### config.mk
export PLATFORM = sky130hd
export DESIGN_NAME = cv32e40p_div_issue
export DESIGN_NICKNAME = d
export VERILOG_FILES = /design/src/rtl/cv32e40p_div_pkg.sv /design/src/rtl/cv32e40p_div_clb.sv /design/src/rtl/cv32e40p_div_issue.sv
export SDC_FILE = /design/constraint.sdc
export NUM_CORES = 1
export LEC_CHECK = 0
export BUFFER_PORTS_ARGS = -buffer_cell sky130_fd_sc_hd__clkbuf_2
export CELL_PAD_IN_SITES_DETAIL_PLACEMENT = 1
export CELL_PAD_IN_SITES_GLOBAL_PLACEMENT = 1
export CORE_ASPECT_RATIO = 0.9
export CORE_MARGIN = 4
export CORE_UTILIZATION = 33
export DETAILED_ROUTE_END_ITERATION = 6
export PLACE_DENSITY_LB_ADDON = 0.15
export SYNTH_ARGS = -nofsm -noshare
export SYNTH_HDL_FRONTEND = slang
export SYNTH_SLANG_ARGS = --single-unit
export TNS_END_PERCENT = 1
### constraint.sdc
create_clock -name Clk_CI -period 2 [get_ports Clk_CI]
set_clock_uncertainty 0.15 [all_clocks]
set_input_delay 0.2 -clock Clk_CI [delete_from_list [all_inputs] [get_ports Clk_CI]]
set_output_delay 0.2 -clock Clk_CI [all_outputs]
set_load 0.02 [all_outputs]
### src/rtl/cv32e40p_div_pkg.sv
// Shared definitions for the divider issue stage.
//   - DIV_* opcode encodings (bit 0 selects signed operation)
//   - div_state_e : issue FSM states
//   - DIV_SHIFT_W : width of the shift amount handed to the divider
package cv32e40p_div_pkg;

  localparam logic [1:0] DIV_UDIV = 2'd0;
  localparam logic [1:0] DIV_DIV  = 2'd1;
  localparam logic [1:0] DIV_UREM = 2'd2;
  localparam logic [1:0] DIV_REM  = 2'd3;

  localparam int unsigned DIV_SHIFT_W = 6;

  typedef enum logic [1:0] {
    IDLE  = 2'd0,
    ISSUE = 2'd1,
    BUSY  = 2'd2
  } div_state_e;

endpackage

### src/rtl/cv32e40p_div_clb.sv
// Combinational leading-count unit for the divider shift amount.
//   op_i     : 32-bit divisor
//   signed_i : 1 = count leading sign-equal bits of op_i[30:0]
//   cnt_o    : unsigned -> min(lz(op_i) + 1, 32); signed -> run of op_i[31] in op_i[30:0]
module cv32e40p_div_clb
  import cv32e40p_div_pkg::*;
(
  input  logic [31:0]            op_i,
  input  logic                   signed_i,
  output logic [DIV_SHIFT_W-1:0] cnt_o
);

  // Balanced leading-zero counter: each level merges pairs of nodes, the upper
  // node wins if it holds a one, otherwise its full size is added to the lower count.
  function automatic logic [5:0] lzc32(input logic [31:0] v);
    logic [31:0] vld;
    logic [5:0]  cnt [32];
    for (int i = 0; i < 32; i++) begin
      vld[i] = v[31-i];
      cnt[i] = v[31-i] ? 6'd0 : 6'd1;
    end
    for (int lvl = 0; lvl < 5; lvl++) begin
      for (int j = 0; j < (16 >> lvl); j++) begin
        // In-place is safe: node j only reads nodes 2j and 2j+1, which are >= j.
        cnt[j] = vld[2*j] ? cnt[2*j] : 6'(1 << lvl) + cnt[2*j+1];
        vld[j] = vld[2*j] | vld[2*j+1];
      end
    end
    return cnt[0];
  endfunction

  logic [5:0] lz_unsigned;
  logic [5:0] lz_signed;

  always_comb begin
    lz_unsigned = lzc32(op_i);
    // Bits equal to the sign become zeros; the trailing one caps the count at 31.
    lz_signed   = lzc32({op_i[30:0] ^ {31{op_i[31]}}, 1'b1});
    if (signed_i) begin
      cnt_o = lz_signed;
    end else begin
      cnt_o = (lz_unsigned == 6'd32) ? 6'd32 : lz_unsigned + 6'd1;
    end
  end

endmodule

### src/rtl/cv32e40p_div_issue.sv
// Operand-preparation and issue stage in front of cv32e40p_alu_div.
//   ALU side     : InVld_SI/InRdy_SO, OpA_DI, OpB_DI, OpCode_SI
//   Divider side : DivOp*_DO/S O (held stable from issue to result handshake),
//                  DivInVld_SO one-cycle issue pulse, DivRes_DI/DivOutVld_SI/DivOutRdy_SO
//   Consumer     : Res_DO/OutVld_SO/OutRdy_SI, pass-through while BUSY only
module cv32e40p_div_issue
  import cv32e40p_div_pkg::*;
#(
  parameter int unsigned WIDTH   = 32,
  parameter int unsigned SHIFT_W = 6
) (
  input  logic               Clk_CI,
  input  logic               Rst_RBI,
  input  logic               InVld_SI,
  output logic               InRdy_SO,
  input  logic [WIDTH-1:0]   OpA_DI,
  input  logic [WIDTH-1:0]   OpB_DI,
  input  logic [1:0]         OpCode_SI,
  output logic [WIDTH-1:0]   DivOpA_DO,
  output logic [WIDTH-1:0]   DivOpB_DO,
  output logic [SHIFT_W-1:0] DivOpBShift_DO,
  output logic               DivOpBIsZero_SO,
  output logic               DivOpBSign_SO,
  output logic [1:0]         DivOpCode_SO,
  output logic               DivInVld_SO,
  input  logic [WIDTH-1:0]   DivRes_DI,
  input  logic               DivOutVld_SI,
  output logic               DivOutRdy_SO,
  output logic [WIDTH-1:0]   Res_DO,
  output logic               OutVld_SO,
  input  logic               OutRdy_SI
);

  div_state_e         state_d, state_q;
  logic [WIDTH-1:0]   op_a_d, op_a_q;
  logic [WIDTH-1:0]   op_b_d, op_b_q;
  logic [SHIFT_W-1:0] shift_d, shift_q;
  logic               is_zero_d, is_zero_q;
  logic               sign_d, sign_q;
  logic [1:0]         opcode_d, opcode_q;
  logic               div_in_vld_d, div_in_vld_q;
  logic               in_rdy_d, in_rdy_q;

  logic               op_signed;
  logic [SHIFT_W-1:0] shift_calc;

  assign op_signed = OpCode_SI[0];

  cv32e40p_div_clb u_clb (
    .op_i     (OpB_DI),
    .signed_i (op_signed),
    .cnt_o    (shift_calc)
  );

  always_comb begin
    state_d      = state_q;
    op_a_d       = op_a_q;
    op_b_d       = op_b_q;
    shift_d      = shift_q;
    is_zero_d    = is_zero_q;
    sign_d       = sign_q;
    opcode_d     = opcode_q;
    div_in_vld_d = 1'b0;
    in_rdy_d     = in_rdy_q;
    unique case (state_q)
      IDLE: begin
        if (InVld_SI) begin
          op_a_d       = OpA_DI;
          op_b_d       = OpB_DI;
          shift_d      = shift_calc;
          is_zero_d    = (OpB_DI == '0);
          sign_d       = OpB_DI[WIDTH-1] & op_signed;
          opcode_d     = OpCode_SI;
          div_in_vld_d = 1'b1;
          in_rdy_d     = 1'b0;
          state_d      = ISSUE;
        end
      end
      ISSUE: begin
        state_d = BUSY;
      end
      BUSY: begin
        if (DivOutVld_SI && OutRdy_SI) begin
          in_rdy_d = 1'b1;
          state_d  = IDLE;
        end
      end
      default: begin
        in_rdy_d = 1'b1;
        state_d  = IDLE;
      end
    endcase
  end

  always_ff @(posedge Clk_CI or negedge Rst_RBI) begin
    if (!Rst_RBI) begin
      state_q      <= IDLE;
      op_a_q       <= '0;
      op_b_q       <= '0;
      shift_q      <= '0;
      is_zero_q    <= 1'b0;
      sign_q       <= 1'b0;
      opcode_q     <= 2'd0;
      div_in_vld_q <= 1'b0;
      in_rdy_q     <= 1'b1;
    end else begin
      state_q      <= state_d;
      op_a_q       <= op_a_d;
      op_b_q       <= op_b_d;
      shift_q      <= shift_d;
      is_zero_q    <= is_zero_d;
      sign_q       <= sign_d;
      opcode_q     <= opcode_d;
      div_in_vld_q <= div_in_vld_d;
      in_rdy_q     <= in_rdy_d;
    end
  end

  assign InRdy_SO        = in_rdy_q;
  assign DivInVld_SO     = div_in_vld_q;
  assign DivOpA_DO       = op_a_q;
  assign DivOpB_DO       = op_b_q;
  assign DivOpBShift_DO  = shift_q;
  assign DivOpBIsZero_SO = is_zero_q;
  assign DivOpBSign_SO   = sign_q;
  assign DivOpCode_SO    = opcode_q;

  // Result path is a gated pass-through so the divider's latency is not extended.
  always_comb begin
    DivOutRdy_SO = 1'b0;
    OutVld_SO    = 1'b0;
    Res_DO       = '0;
    if (state_q == BUSY) begin
      DivOutRdy_SO = OutRdy_SI;
      OutVld_SO    = DivOutVld_SI;
      Res_DO       = DivRes_DI;
    end
  end

endmodule
==> Word-level counts from Yosys, hierarchy flattened <==
Index checks and enable logic that the tools add are counted.
{ "op_classes": {"n_eq_ne": 5, "div_mod_pow": 0, "n_mul": 0, "mux": 106, "addsub": 62, "reduce_logical": 6, "n_bitwise": 55, "order_cmp": 0, "shifts": 0} }
{ "ops": {"columns": ["op", "n"], "rows": [
  ["6-bit two-way mux", 63],
  ["1-bit by 6-bit adder with 6-bit output, first input constant", 31],
  ["2-bit by 6-bit adder with 6-bit output, first input constant", 16],
  ["1-bit OR", 52],
  ["3-bit by 6-bit adder with 6-bit output, first input constant", 8],
  ["1-bit two-way mux", 38],
  ["32-bit logical NOT", 1],
  ["32-bit two-way mux", 1],
  ["31-bit bitwise XOR", 1],
  ["4-bit by 6-bit adder with 6-bit output, first input constant", 4],
  ["5-bit by 6-bit adder with 6-bit output, first input constant", 2],
  ["6-bit by 1-bit adder with 6-bit output, second input constant", 1],
  ["6-bit equality test, second input constant", 1],
  ["2-bit one-hot mux with 3 select lines", 1],
  ["2-bit two-way mux", 2],
  ["2-bit != test, second input constant", 2],
  ["2-bit AND reduction", 2],
  ["1-bit one-hot mux with 3 select lines", 1],
  ["3-bit AND reduction", 1],
  ["2-bit by 1-bit equality test with 1-bit output, second input constant", 1],
  ["2-bit equality test, second input constant", 1],
  ["2-bit logical NOT", 1],
  ["1-bit AND", 1],
  ["1-bit logical AND", 1],
  ["1-bit inverter", 1]
]} }
{ "totals": {"out_inout_bits": 110, "ram_bits": 0, "romBits": 0, "latch_bits": 0, "in_bits": 103, "n_memories": 0, "reg_bits": 78} }

==> Longest topological paths before layout <==
Gate-level depths: netlist of the first run.
{ "depth": {"word_depth": 14, "depth_mapped": 16, "depth_no_buf": 13} }

==> Modules after synthesis <==
A second synthesis of the first run with hierarchy kept.
{ "hier_totals": {"hier_cells": 582, "area_unflattened_um2": 4560.6} }
{ "by_module_without_submodules": {"columns": ["mod", "cells_per_inst", "area_per_inst_um2", "n_inst", "seq_area_each_um2"], "rows": [
  ["cv32e40p_div_issue", 373, 3305.7, 1, 1953.1],
  ["cv32e40p_div_clb", 209, 1255.0, 1, 0.0]
]} }

==> Least setup slack after synthesis of the first run <==
Ideal clock, no wire load.
{ "synth_timing": {"kind": "input to register", "start": "input OpB_DI[31]", "end": "register shift_q[4] (netlist: DivOpBShift_DO[4])", "n_path_buf": 3, "required_ns": 1.729, "cell_stages": 16, "setup_slack_ns": -0.821, "arrival_ns": 2.551, "cell_sequence": "buf_2 > buf_2 > buf_2 > inv_1 > ha_1 > or3b_1 > a21oi_1 > o32a_1 > a211oi_1 > a31o_2 > inv_1 > ha_1 > nand4b_1 > xor2_1 > a21boi_1 > o21ai_1"} }
{ "synth_between": {"elab_chain_cells": 12, "elab_cells_between_ends": 116, "classes_between": "31 x add/sub; 1 x eq/ne; 53 x mux; 31 x bitwise"} }
{ "synth_rtl": {"columns": ["element", "line", "text"], "rows": [
  ["start, declared", "cv32e40p_div_issue.sv:17", "input logic [WIDTH-1:0] OpB_DI,"],
  ["31-bit bitwise XOR", "cv32e40p_div_clb.sv:38", "lz_signed = lzc32({op_i[30:0] ^ {31{op_i[31]}}, 1'b1});"],
  ["1-bit two-way mux", "cv32e40p_div_clb.sv:20", "cnt[i] = v[31-i] ? 6'd0 : 6'd1;"],
  ["1-bit by 6-bit adder with 6-bit output", "cv32e40p_div_clb.sv:25", "cnt[j] = vld[2*j] ? cnt[2*j] : 6'(1 << lvl) + cnt[2*j+1];"],
  ["6-bit two-way mux", "cv32e40p_div_clb.sv:25", null],
  ["6-bit two-way mux / 2-bit by 6-bit adder with 6-bit output (equally long branches)", "cv32e40p_div_clb.sv:25", null],
  ["3-bit by 6-bit adder with 6-bit output / 6-bit two-way mux (equally long branches)", "cv32e40p_div_clb.sv:25", null],
  ["6-bit two-way mux / 3-bit by 6-bit adder with 6-bit output (equally long branches)", "cv32e40p_div_clb.sv:25", null],
  ["4-bit by 6-bit adder with 6-bit output / 6-bit two-way mux (equally long branches)", "cv32e40p_div_clb.sv:25", null],
  ["6-bit two-way mux / 4-bit by 6-bit adder with 6-bit output (equally long branches)", "cv32e40p_div_clb.sv:25", null],
  ["5-bit by 6-bit adder with 6-bit output / 6-bit two-way mux (equally long branches)", "cv32e40p_div_clb.sv:25", null],
  ["6-bit two-way mux", "cv32e40p_div_clb.sv:25", null],
  ["6-bit two-way mux *", "cv32e40p_div_clb.sv:39", "if (signed_i) begin"],
  ["end signal, assigned", "cv32e40p_div_issue.sv:110", "shift_q <= shift_d;"],
  ["end, declared", "cv32e40p_div_issue.sv:37", "logic [SHIFT_W-1:0] shift_d, shift_q;"]
]} }
Every way passes the cells marked *; elsewhere a longest branch is shown, timed or not.
A chain may end at the register's enable or synchronous reset.

==> Worst setup path in the final report of the first run <==
Same ends and word-level chain as after synthesis.

==> results.md, run 1 <==
- clk sink count: 78
- clock period minus worst slack: 2123 ps
- number of nets in the finished design: 995
- width of the die: 133.1 um
- sequential-to-total area share from yosys stat: 0.4202
- library cell appearing most often on the critical path: sky130_fd_sc_hd__ha_4
- syn nets: 689
- via total after detailed routing: 5301
- Via density: 4.904
- flip-flop and latch area: 0.001953 sq mm
- unrepaired setup endpoints after global routing: true
- ratio of total power to cell area: 1175 mW/mm^2
- final-layout setup total negative slack: -182.3 ps
- number of inserted filler cells in the final layout: 1700
- number of global-route vias before repair: 5648
- final-report max-slew violation count: 0
- layout cells sized above 1: 0.3935
- CTS clock-pin slew for the worst setup and hold paths: 60 ps
- warnings from Yosys: 0
- leading cell types in the layout, fill and taps excluded: 209 x sky130_fd_sc_hd__clkbuf_2, 198 x sky130_fd_sc_hd__nand2_1, 86 x sky130_fd_sc_hd__buf_4
- final instance area: 0.007201 sq mm
- global-route usage over all layers: 0.2296
- row count: 40
- ys async rst share: 1.000
- clock tree from TritonCTS: built
- register bit count reported by yosys: 78
- path type of the worst setup path: in2reg
- final hold viol count: 0
- share of the clock period used by the worst path after layout: 1.062
- overflow left after global routing: 0
- placer congestion estimate: 0.8980
- Diodes inserted: 0
- number of DRC markers in iteration 0: 198
- crit-path max cell delay: 370 ps
- DR DRC count: 0
- cell area after synthesis: 0.004648 sq mm
- maximum capacitance violations: 0
- final total power: 8.460 mW
- data arrival time of the critical path: 2200 ps
- multi-input logic area: 0.002482 sq mm
- CP Data Required Time: 2080 ps
- die height: 120.6 um
- number of failing setup endpoints in the final timing report: 3
- relative area change from synthesis to final layout: 54.91%
- Final Hold Slack: 27.89 ps
- Core Area: 0.01356 sq mm
- leading cell type in the layout, fill and taps excluded: sky130_fd_sc_hd__clkbuf_2
- root buffer selected by CTS: sky130_fd_sc_hd__clkbuf_16
- Final HPWL DP: 14240 um
- slowest stage cell, crit path: sky130_fd_sc_hd__or3b_4
- maximum number of buffers from clock root to sink: 2
- starting density of the core: 0.3427
- latest clock arrival within the worst-skew pair: 340 ps
- cells traversed along the worst timing path: buf_8 > inv_8 > ha_4 > or3b_4 > a21oi_2 > o32a_1 > a211oi_2 > a31o_2 > inv_2 > ha_4 > nand4b_1 > xor2_1 > a21boi_1 > o21ai_1
- number of enable flip-flop cells after synthesis: 0
- maximum number of pins on one net before global-route repair: 51
- setup slack after layout: -123.1 ps
- run status: finished, violations left
- Fmax achieved: 471.0 MHz
- CTS buffer count: 9
- average cell area after synthesis: 8.000 sq um
- headroom to the max-slew limit: 0.6986
- number of unique standard cell types used by synthesis: 70
- slew at the pin closest to its max-slew limit: 449.0 ps
- detailed-route wire length: 18320 um
- class of the tightest hold or removal check: in2reg
- maximum ir drop on the vdd rail: 0.5304 mV
- Buffers on Ports: 212
- final antenna-violating net count: 0
- LEAKAGE: 3.713 nW
- endpoint kind of the worst setup timing path: flip-flop
- largest fanout on the critical path: 4
- synthesized netlist cell count: 581
- placed inst area: 0.006341 sq mm
- antenna violations before repair: 0
- violated checks: setup timing
- total iterations of the first detailed-routing run: 4
- average routed wire per standard cell: 16.95 um
- kind of start point of the critical path: primary input
- number of ports placed on the die boundary: 213
- main flop type after synthesis: sky130_fd_sc_hd__dfrtp_1
- wire length of the first global-routing pass: 29510 um
- full die area: 0.01605 sq mm
- # H-tree levels: 3
metrics by stage:
step / setup WS [ps] / utilization / std cells
2_1_floorplan: -554.4 / - / 581
3_3_place_gp: -481.7 / 0.4675 / 1020
3_5_place_dp: -616.1 / 0.4675 / 1020
4_1_cts: -136.9 / 0.5244 / 1079
5_1_grt: -176.0 / 0.5309 / 1081
6_report: -123.1 / 0.5309 / 1081
sequential cells by signal (all words and copies together) (netlist names):
signal,count
DivOpBShift_DO,6
DivInVld_SO,1
DivOpA_DO,32
DivOpB_DO,32
InRdy_SO,1
state_q,2
DivOpBIsZero_SO,1
DivOpBSign_SO,1
DivOpCode_SO,2
cell families after synthesis:
logic type,Yosys count,share of synthesized area
DFF,78,0.4202
adders and majority gates,5,0.01346
and+or+nand+nor,331,0.3454
AOI/OAI and AO/OA,100,0.1421
buffers and inverters,62,0.06864
muxes,2,0.004576
xor gates and xnor gates,3,0.005654
layer usage:
metal | vias to the layer above | share of wire | wire (um) | GRT usage
met2 | 166 | 0.50 | 9074 | 0.4055
met5 | - | 0 | 0 | 0
li1 | 2564 | - | - | -
met1 | 2547 | 0.43 | 7906 | 0.2823
met3 | 24 | 0.058 | 1063 | 0.05574
met4 | 0 | 0.015 | 278 | 0.05784
synthesized netlist by cell type (all sizes together) (11+ instances only):
cell type / count / area share
o21ai: 27 / 0.030
nand3: 14 / 0.016
nor3: 11 / 0.013
buf: 20 / 0.034
inv: 19 / 0.015
clkbuf: 23 / 0.019
dfrtp: 77 / 0.41
a21oi: 23 / 0.025
nor2: 21 / 0.019
nand2: 198 / 0.16
and2: 41 / 0.055
nor4: 12 / 0.030
power by group:
part           switching, mW  internal, mW  leakage [nW]
clock                  0.705         0.978         0.145
sequential             0.402          2.30         0.966
combinational           2.69          1.38          2.60
total                   3.80          4.66          3.71
path summary, 6_finish.rpt:
path | slack [ps] | startpoint | to | cells past startpoint
hold / removal | 30 | OpCode_SI[0] | DivOpBSign_SO | 3
hold reg to reg | 320 | InRdy_SO | InRdy_SO | 2
setup / recovery | -120 | OpB_DI[31] | DivOpBShift_DO[4] | 14
max in group asynchronous | 860 | Rst_RBI | InRdy_SO | 3
min in group asynchronous | 190 | Rst_RBI | DivOpA_DO[12] | 2
setup reg to reg | 230 | state_q[0] | DivOpBShift_DO[5] | 4
area by class of cell:
cell class              count  area share
clock inverters             6    0.009904
multi-input cells         441      0.3447
flip-flops and latches     78      0.2712
inverters                  19     0.01164
repair buffers            338      0.2978
well taps                 189     0.03284
clock buffers              10     0.03180
what timing repair did:
item,CTS,global route
buffers inserted,5,2
gates cloned,0,0
gates resized for setup,13,17
hold endpoints to repair,65,0
endpoints found under the setup margin,5,9
pin swaps,6,9
hold buffers,38,0
critical path, delay by kind of cell:
kind,cells,cell delay [ps]
AO/OA/AOI/OAI,6,820
buffers and inverters,3,230
adder cells (fa/ha/maj),2,260
AND/OR/NAND/NOR,2,480
XOR/XNOR,1,190
No activity file was read; power rests on OpenSTA's default activity.
==> run 2, diff against run 1 <==
Settings changed: CAP_MARGIN from default to 20, CORE_ASPECT_RATIO 0.9 to 1.1.
==> results.md, run 2 (same netlist as run 1, synthesis figures left out) <==
- Final HPWL DP: 13970 um, -1.9%
- Final Hold Slack: 17.46 ps, -10.42 ps
- Diodes inserted: 0, unchanged
- antenna violations before repair: 1, +1
- width of the die: 121.2 um, -9.0%
- row count: 45, +13%
- unrepaired setup endpoints after global routing: true
- number of global-route vias before repair: 5788, +2.5%
- relative area change from synthesis to final layout: 54.94%, about the same
- slew at the pin closest to its max-slew limit: 496.4 ps, +47.39 ps
- Buffers on Ports: 212, unchanged
- CP Data Required Time: 2130 ps, +50 ps
- Core Area: 0.01379 sq mm, +1.7%
- kind of start point of the critical path: primary input
- detailed-route wire length: 18410 um, +0.50%
- setup slack after layout: -77.15 ps, +45.94 ps
- clock tree from TritonCTS: built
- via total after detailed routing: 5252, -0.92%
- CTS clock-pin slew for the worst setup and hold paths: 70 ps, about the same
- sequential group share of total power: 0.320, about the same
- number of nets in the finished design: 994, -0.10%
- final total power: 8.471 mW, +0.13%
- leading cell types in the layout, fill and taps excluded: 209 x sky130_fd_sc_hd__clkbuf_2, 198 x sky130_fd_sc_hd__nand2_1, 86 x sky130_fd_sc_hd__buf_4
- clk sink count: 78, unchanged
- layout cells sized above 1: 0.3951, +0.001564
- overflow left after global routing: 0, unchanged
- number of DRC markers in iteration 0: 227, +15%
- leading cell type in the layout, fill and taps excluded: sky130_fd_sc_hd__clkbuf_2
- starting density of the core: 0.3370, -0.005751
- global-route usage over all layers: 0.2326, +0.003032
- # H-tree levels: 3, unchanged
- die height: 132.5 um, +9.9%
- latest clock arrival within the worst-skew pair: 340 ps, about the same
- net switching share of the total power: 0.4457, -0.003058
- clock share of power: 0.203, +0.004
- number of failing setup endpoints in the final timing report: 3, unchanged
- full die area: 0.01605 sq mm, about the same
- path type of the worst setup path: in2reg
- cells traversed along the worst timing path: buf_6 > inv_4 > buf_4 > ha_2 > a21oi_1 > o32a_1 > a211oi_2 > a31o_2 > inv_2 > ha_4 > nand4b_1 > xor2_1 > a21boi_1 > o21ai_1
- final hold viol count: 0, unchanged
- CTS buffer count: 9, unchanged
- maximum ir drop on the vdd rail: 0.5787 mV, +9.1%
- ratio of total power to cell area: 1176 mW/mm^2, +0.11%
- placer congestion estimate: 0.9096, +1.3%
- flip-flop and latch area: 0.001953 sq mm, unchanged
- Via density: 4.867, -0.74%
- post-layout utilization of the core: 0.5221, -0.008818
- crit-path max cell delay: 350 ps, -20 ps
- average routed wire per standard cell: 17.07 um, +0.69%
- crit-path leading delay family: compound AO/OA/AOI/OAI gates
- cell internal pwr: 4.696 mW, +0.68%
- maximum capacitance violations: 0, unchanged
- DR DRC count: 0, unchanged
- number of ports placed on the die boundary: 213, unchanged
- switching component of the power: 3.775 mW, -0.55%
- combinational share of power: 0.477, -0.004
- endpoint kind of the worst setup timing path: flip-flop
- class of the tightest hold or removal check: in2reg
- violated checks: setup timing
- final instance area: 0.007202 sq mm, about the same
- LEAKAGE: 3.712 nW, about the same
- maximum number of pins on one net before global-route repair: 48, -5.9%
- placed inst area: 0.006360 sq mm, +0.30%
- clock period minus worst slack: 2077 ps, -45.94 ps
- slowest stage cell, crit path: sky130_fd_sc_hd__o32a_1
- total iterations of the first detailed-routing run: 4, unchanged
- CP Buf/Inv Count: 4, +1
- run status: finished, violations left
- multi-input logic area: 0.002487 sq mm, +0.20%
- data arrival time of the critical path: 2210 ps, about the same
- wire length of the first global-routing pass: 30130 um, +2.1%
- maximum number of buffers from clock root to sink: 2, unchanged
- root buffer selected by CTS: sky130_fd_sc_hd__clkbuf_16
- largest fanout on the critical path: 4, unchanged
- headroom to the max-slew limit: 0.6691, -0.02956
- share of the clock period used by the worst path after layout: 1.039, -0.02297
- final-report max-slew violation count: 0, unchanged
- number of inserted filler cells in the final layout: 1741, +2.4%
- final antenna-violating net count: 0, unchanged
- Fmax achieved: 481.4 MHz, +2.2%
run 2: layout make-up:
cell class	count	area share
multi-input combinational	441	0.3454
timing repair buffer	337	0.2971
sequential	78	0.2712
clock buffer	10	0.03318
tap	188	0.03266
inverter	19	0.01095
clock inverter	6	0.009555
run 2: final timing paths:
check / startpoint / to / slack (ps) / depth (start not counted)
worst max-delay path: OpB_DI[30] / DivOpBShift_DO[4] / -80 / 14
worst min-delay path: OpB_DI[19] / DivOpB_DO[19] / 20 / 3
worst max register to register: state_q[0] / DivOpBShift_DO[3] / 150 / 6
worst min register to register: DivOpA_DO[5] / DivOpA_DO[5] / 320 / 2
max in group asynchronous: Rst_RBI / DivOpA_DO[9] / 850 / 3
min in group asynchronous: Rst_RBI / DivOpCode_SO[1] / 240 / 2
run 2: power by group through the flow:
stage	registers [mW]	logic, mW	clock network, mW
6_report	2.71	4.04	1.72
3_3_place_gp	2.69	3.86	0
2_1_floorplan	3.56	1.52	0
5_1_grt	2.82	4.43	1.83
3_5_place_dp	2.74	3.97	0
4_1_cts	2.72	4.07	1.76
run 2: tightest hold or removal path: cells and delay by family:
kind	cells	cell delay, ps
buffers and inverters	1	150
AND/OR/NAND/NOR	2	120
run 2: layer usage:
| metal | global-route usage | part of all wire | vias to the layer above |
|---|---|---|---|
| li1 | - | - | 2563 |
| met1 | 0.2864 | 0.42 | 2514 |
| met2 | 0.4084 | 0.51 | 149 |
| met3 | 0.05943 | 0.063 | 24 |
| met4 | 0.05293 | 0.016 | 2 |
| met5 | 0 | 0.00065 | - |
run 2: through the flow:
step                cells  setup WS (ps)  TNS, ps
floorplan             581         -554.4    -2467
global placement     1020         -520.8    -2499
detailed placement   1020         -617.9    -2939
CTS                  1079         -82.54   -150.0
global route         1079         -157.2   -573.8
finish               1079         -77.15   -151.0
run 2: what timing repair did:
item | CTS | global route
gates resized for setup | 12 | 16
buffers inserted | 6 | 0
endpoints found under the hold margin | 70 | 0
pin swaps | 13 | 7
hold buffers | 37 | 0
endpoints found under the setup margin | 5 | 9
==> run 3, diff against run 2 <==
Settings changed: ABC_AREA from default to 1.
==> results.md, run 3 <==
- clock tree from TritonCTS: built
- data arrival time of the critical path: 1520 ps, -690 ps
- multi-input logic area: 0.002361 sq mm, -5.1%
- Diodes inserted: 0, unchanged
- overflow left after global routing: 0, unchanged
- CP Buf/Inv Count: 3, -1
- relative area change from synthesis to final layout: 46.09%
- average routed wire per standard cell: 15.48 um, -9.3%
- warnings from Yosys: 0, unchanged
- post-layout utilization of the core: 0.4971, -0.02501
- worst reg2reg setup slack: 370 ps, +220 ps
- Buffers on Ports: 212, unchanged
- detailed-route wire length: 17480 um, -5.1%
- via total after detailed routing: 5175, -1.5%
- placed inst area: 0.006240 sq mm, -1.9%
- DR DRC count: 0, unchanged
- reg2reg path depth: 7, +1
- number of inserted filler cells in the final layout: 1840, +5.7%
- flip-flop and latch area: 0.001953 sq mm, unchanged
- number of nets in the finished design: 1044, +5.0%
- number of unique standard cell types used by synthesis: 42, -40%
- Cell Count, Final, Fillers Out: 1129, +4.6%
- cell area after synthesis: 0.004732 sq mm, +1.8%
- clk sink count: 78, unchanged
- unrepaired setup endpoints after global routing: false
- synthesized netlist cell count: 658, +13%
- total iterations of the first detailed-routing run: 4, unchanged
- run status: completed
- maximum number of pins on one net before global-route repair: 44, -8.3%
- clock period minus worst slack: 1874 ps, -203.0 ps
- path type of the worst setup path: reg2out
- ys async rst share: 1.000, unchanged
- Hold Path Depth: 3, unchanged
- kind of start point of the critical path: flip-flop
- top cells by instance count after synthesis: 263 x sky130_fd_sc_hd__nand2_1, 77 x sky130_fd_sc_hd__dfrtp_1, 74 x sky130_fd_sc_hd__inv_1
- latest clock arrival within the worst-skew pair: 340 ps, about the same
- number of ports placed on the die boundary: 213, unchanged
- maximum capacitance violations: 0, unchanged
- class of the tightest hold or removal check: in2reg
- row count: 45, unchanged
- crit-path max cell delay: 380 ps, +30 ps
- main flop type after synthesis: sky130_fd_sc_hd__dfrtp_1
- number of failing setup endpoints in the final timing report: 0, -3
- final hold viol count: 0, unchanged
- dominant cells by area after synthesis: sky130_fd_sc_hd__dfrtp_1 41%, sky130_fd_sc_hd__nand2_1 21%, sky130_fd_sc_hd__inv_1 5.9%, sky130_fd_sc_hd__nor2_1 5.6%, sky130_fd_sc_hd__xnor2_2 4.1%
- number of enable flip-flop cells after synthesis: 0, unchanged
- global-route usage over all layers: 0.2157, -0.01690
- number of global-route vias before repair: 5558, -4.0%
- LEAKAGE: 4.005 nW, +7.9%
- crit-path leading delay family: buffers and inverters
- final-report max-slew violation count: 0, unchanged
- largest fanout on the critical path: 27, +23
- Fmax achieved: 533.6 MHz, +11%
- antenna violations before repair: 0, -1
- startpoint of the most critical hold path: OpB_DI[9]
- Final HPWL DP: 13990 um, +0.18%
- slew at the pin closest to its max-slew limit: 512.4 ps, +16.06 ps
- starting density of the core: 0.3403, +0.003299
- placer congestion estimate: 0.8588, -5.6%
- leading cell type in the layout, fill and taps excluded: sky130_fd_sc_hd__nand2_1
- Post-Place Cells: 1077, +5.6%
- average cell area after synthesis: 7.192 sq um, -10%
- die height: 133.6 um, +0.84%
- layout cells sized above 1: 0.3390, -0.05606
- final antenna-violating net count: 0, unchanged
- headroom to the max-slew limit: 0.6584, -0.01071
- final instance area: 0.006913 sq mm, -4.0%
- CTS buffer count: 9, unchanged
- maximum ir drop on the vdd rail: 0.4175 mV, -28%
- wire length of the first global-routing pass: 27880 um, -7.5%
- CTS clock-pin slew for the worst setup and hold paths: 60 ps, about the same
- ratio of total power to cell area: 1216 mW/mm^2, +3.4%
- RR Startpoint: state_q[1]
- CP Data Required Time: 1650 ps, -480 ps
- leading cell types in the layout, fill and taps excluded: 260 x sky130_fd_sc_hd__nand2_1, 210 x sky130_fd_sc_hd__clkbuf_2, 77 x sky130_fd_sc_hd__dfrtp_1
- syn nets: 766, +11%
- Via density: 4.584, -5.8%
- most frequently used cell type in the post-synthesis netlist: sky130_fd_sc_hd__nand2_1
- Final Hold Slack: 10.13 ps, -7.337 ps
- sequential-to-total area share from yosys stat: 0.4127, -0.007444
- slowest stage cell, crit path: sky130_fd_sc_hd__dfrtp_1
- root buffer selected by CTS: sky130_fd_sc_hd__clkbuf_16
- number of DRC markers in iteration 0: 146, -36%
- register bit count reported by yosys: 78, unchanged
- final-layout setup total negative slack: 0 ps, +151.0 ps
- cell accounting for the most synthesized area: sky130_fd_sc_hd__dfrtp_1
- Core Area: 0.01391 sq mm, +0.82%
- cells traversed along the worst timing path: inv_1 > nand2_2 > buf_6 > nor2_1 > clkbuf_2
- endpoint kind of the worst setup timing path: output pin
- Reg2Reg Capture Point: DivOpBShift_DO[0]
- width of the die: 122.2 um, +0.84%
- share of the clock period used by the worst path after layout: 0.9371, -0.1015
- # H-tree levels: 3, unchanged
- maximum number of buffers from clock root to sink: 2, unchanged
- full die area: 0.01632 sq mm, +1.7%
- endpoint of the worst hold-timing path: DivOpB_DO[9]
- proportion of netlist area held by the largest area contributor: 0.4072, -0.007344
[run 3: changes by cell type after synthesis, moves of 7 or more]
| cell | previous run | this run |
|---|---|---|
| sky130_fd_sc_hd__nand2_2 | 0 | 7 |
| sky130_fd_sc_hd__nor2_1 | 20 | 70 |
| sky130_fd_sc_hd__xnor2_2 | 0 | 12 |
| sky130_fd_sc_hd__nor3_1 | 10 | 1 |
| sky130_fd_sc_hd__nand2_1 | 198 | 263 |
| sky130_fd_sc_hd__nand3_1 | 13 | 23 |
| sky130_fd_sc_hd__and2_1 | 41 | 0 |
| sky130_fd_sc_hd__inv_1 | 18 | 74 |
| sky130_fd_sc_hd__a21oi_1 | 23 | 13 |
| sky130_fd_sc_hd__clkbuf_1 | 22 | 13 |
| sky130_fd_sc_hd__nor2b_1 | 7 | 0 |
| sky130_fd_sc_hd__o21ai_0 | 23 | 31 |
| sky130_fd_sc_hd__buf_2 | 8 | 1 |
| sky130_fd_sc_hd__xnor2_1 | 1 | 10 |
[run 3: kinds of logic after synthesis]
family | count (synthesis) | share of synthesized area
DFF | 78 | 0.4127
AOI/OAI and AO/OA | 58 | 0.06690
xor gates and xnor gates | 26 | 0.06716
adders and majority gates | 5 | 0.01322
and+or+nand+nor | 386 | 0.3453
buffers and inverters | 105 | 0.09466
[run 3: power by group]
group,switching [mW],internal (mW)
combinational,2.80,1.32
clock,0.713,0.864
sequential,0.408,2.31
[run 3: final cells by class]
cell class / count / share of cell area
timing repair buffer: 289 / 0.2547
inverter: 83 / 0.04579
sequential: 78 / 0.2825
clock inverter: 7 / 0.008869
tap: 188 / 0.03403
multi-input combinational: 475 / 0.3415
clock buffer: 9 / 0.03258
[run 3: worst max-delay path by stage]
stage | end | start | cells after the start
after detailed placement | DivOpBShift_DO[0] | OpB_DI[30] | 17
after CTS | DivOpBShift_DO[0] | OpB_DI[9] | 18
after floorplan | DivOpBShift_DO[0] | OpB_DI[31] | 17
after global placement | DivOpBShift_DO[0] | OpB_DI[30] | 17
final | Res_DO[12] | state_q[0] | 5
after global routing | DivOpBShift_DO[0] | OpB_DI[12] | 16
[run 3: metal layers]
layer / up-vias / share of wire / track usage
li1: 2545 / - / -
met1: 2450 / 0.38 / 0.2351
met2: 144 / 0.52 / 0.4008
met3: 36 / 0.059 / 0.04798
met4: 0 / 0.032 / 0.08401
met5: - / 0 / 0
[run 3: stage by stage]
stage	setup WS, ps	power, mW
after floorplan	7.970	5.130
after global placement	-13.04	6.691
after detailed placement	-99.36	6.817
after CTS	50.67	8.498
after global routing	8.625	9.017
final	125.9	8.403
[run 3: tightest hold or removal path, stage by stage]
cell and delay (ps):
sky130_fd_sc_hd__buf_2 120, sky130_fd_sc_hd__inv_1 60, sky130_fd_sc_hd__o21ai_0 70
[run 3: timing repair]
action,CTS,global route
hold buffers,37,0
hold endpoints to repair,73,0
resized for setup,0,7
buffers inserted,0,0
setup endpoints to repair,0,24
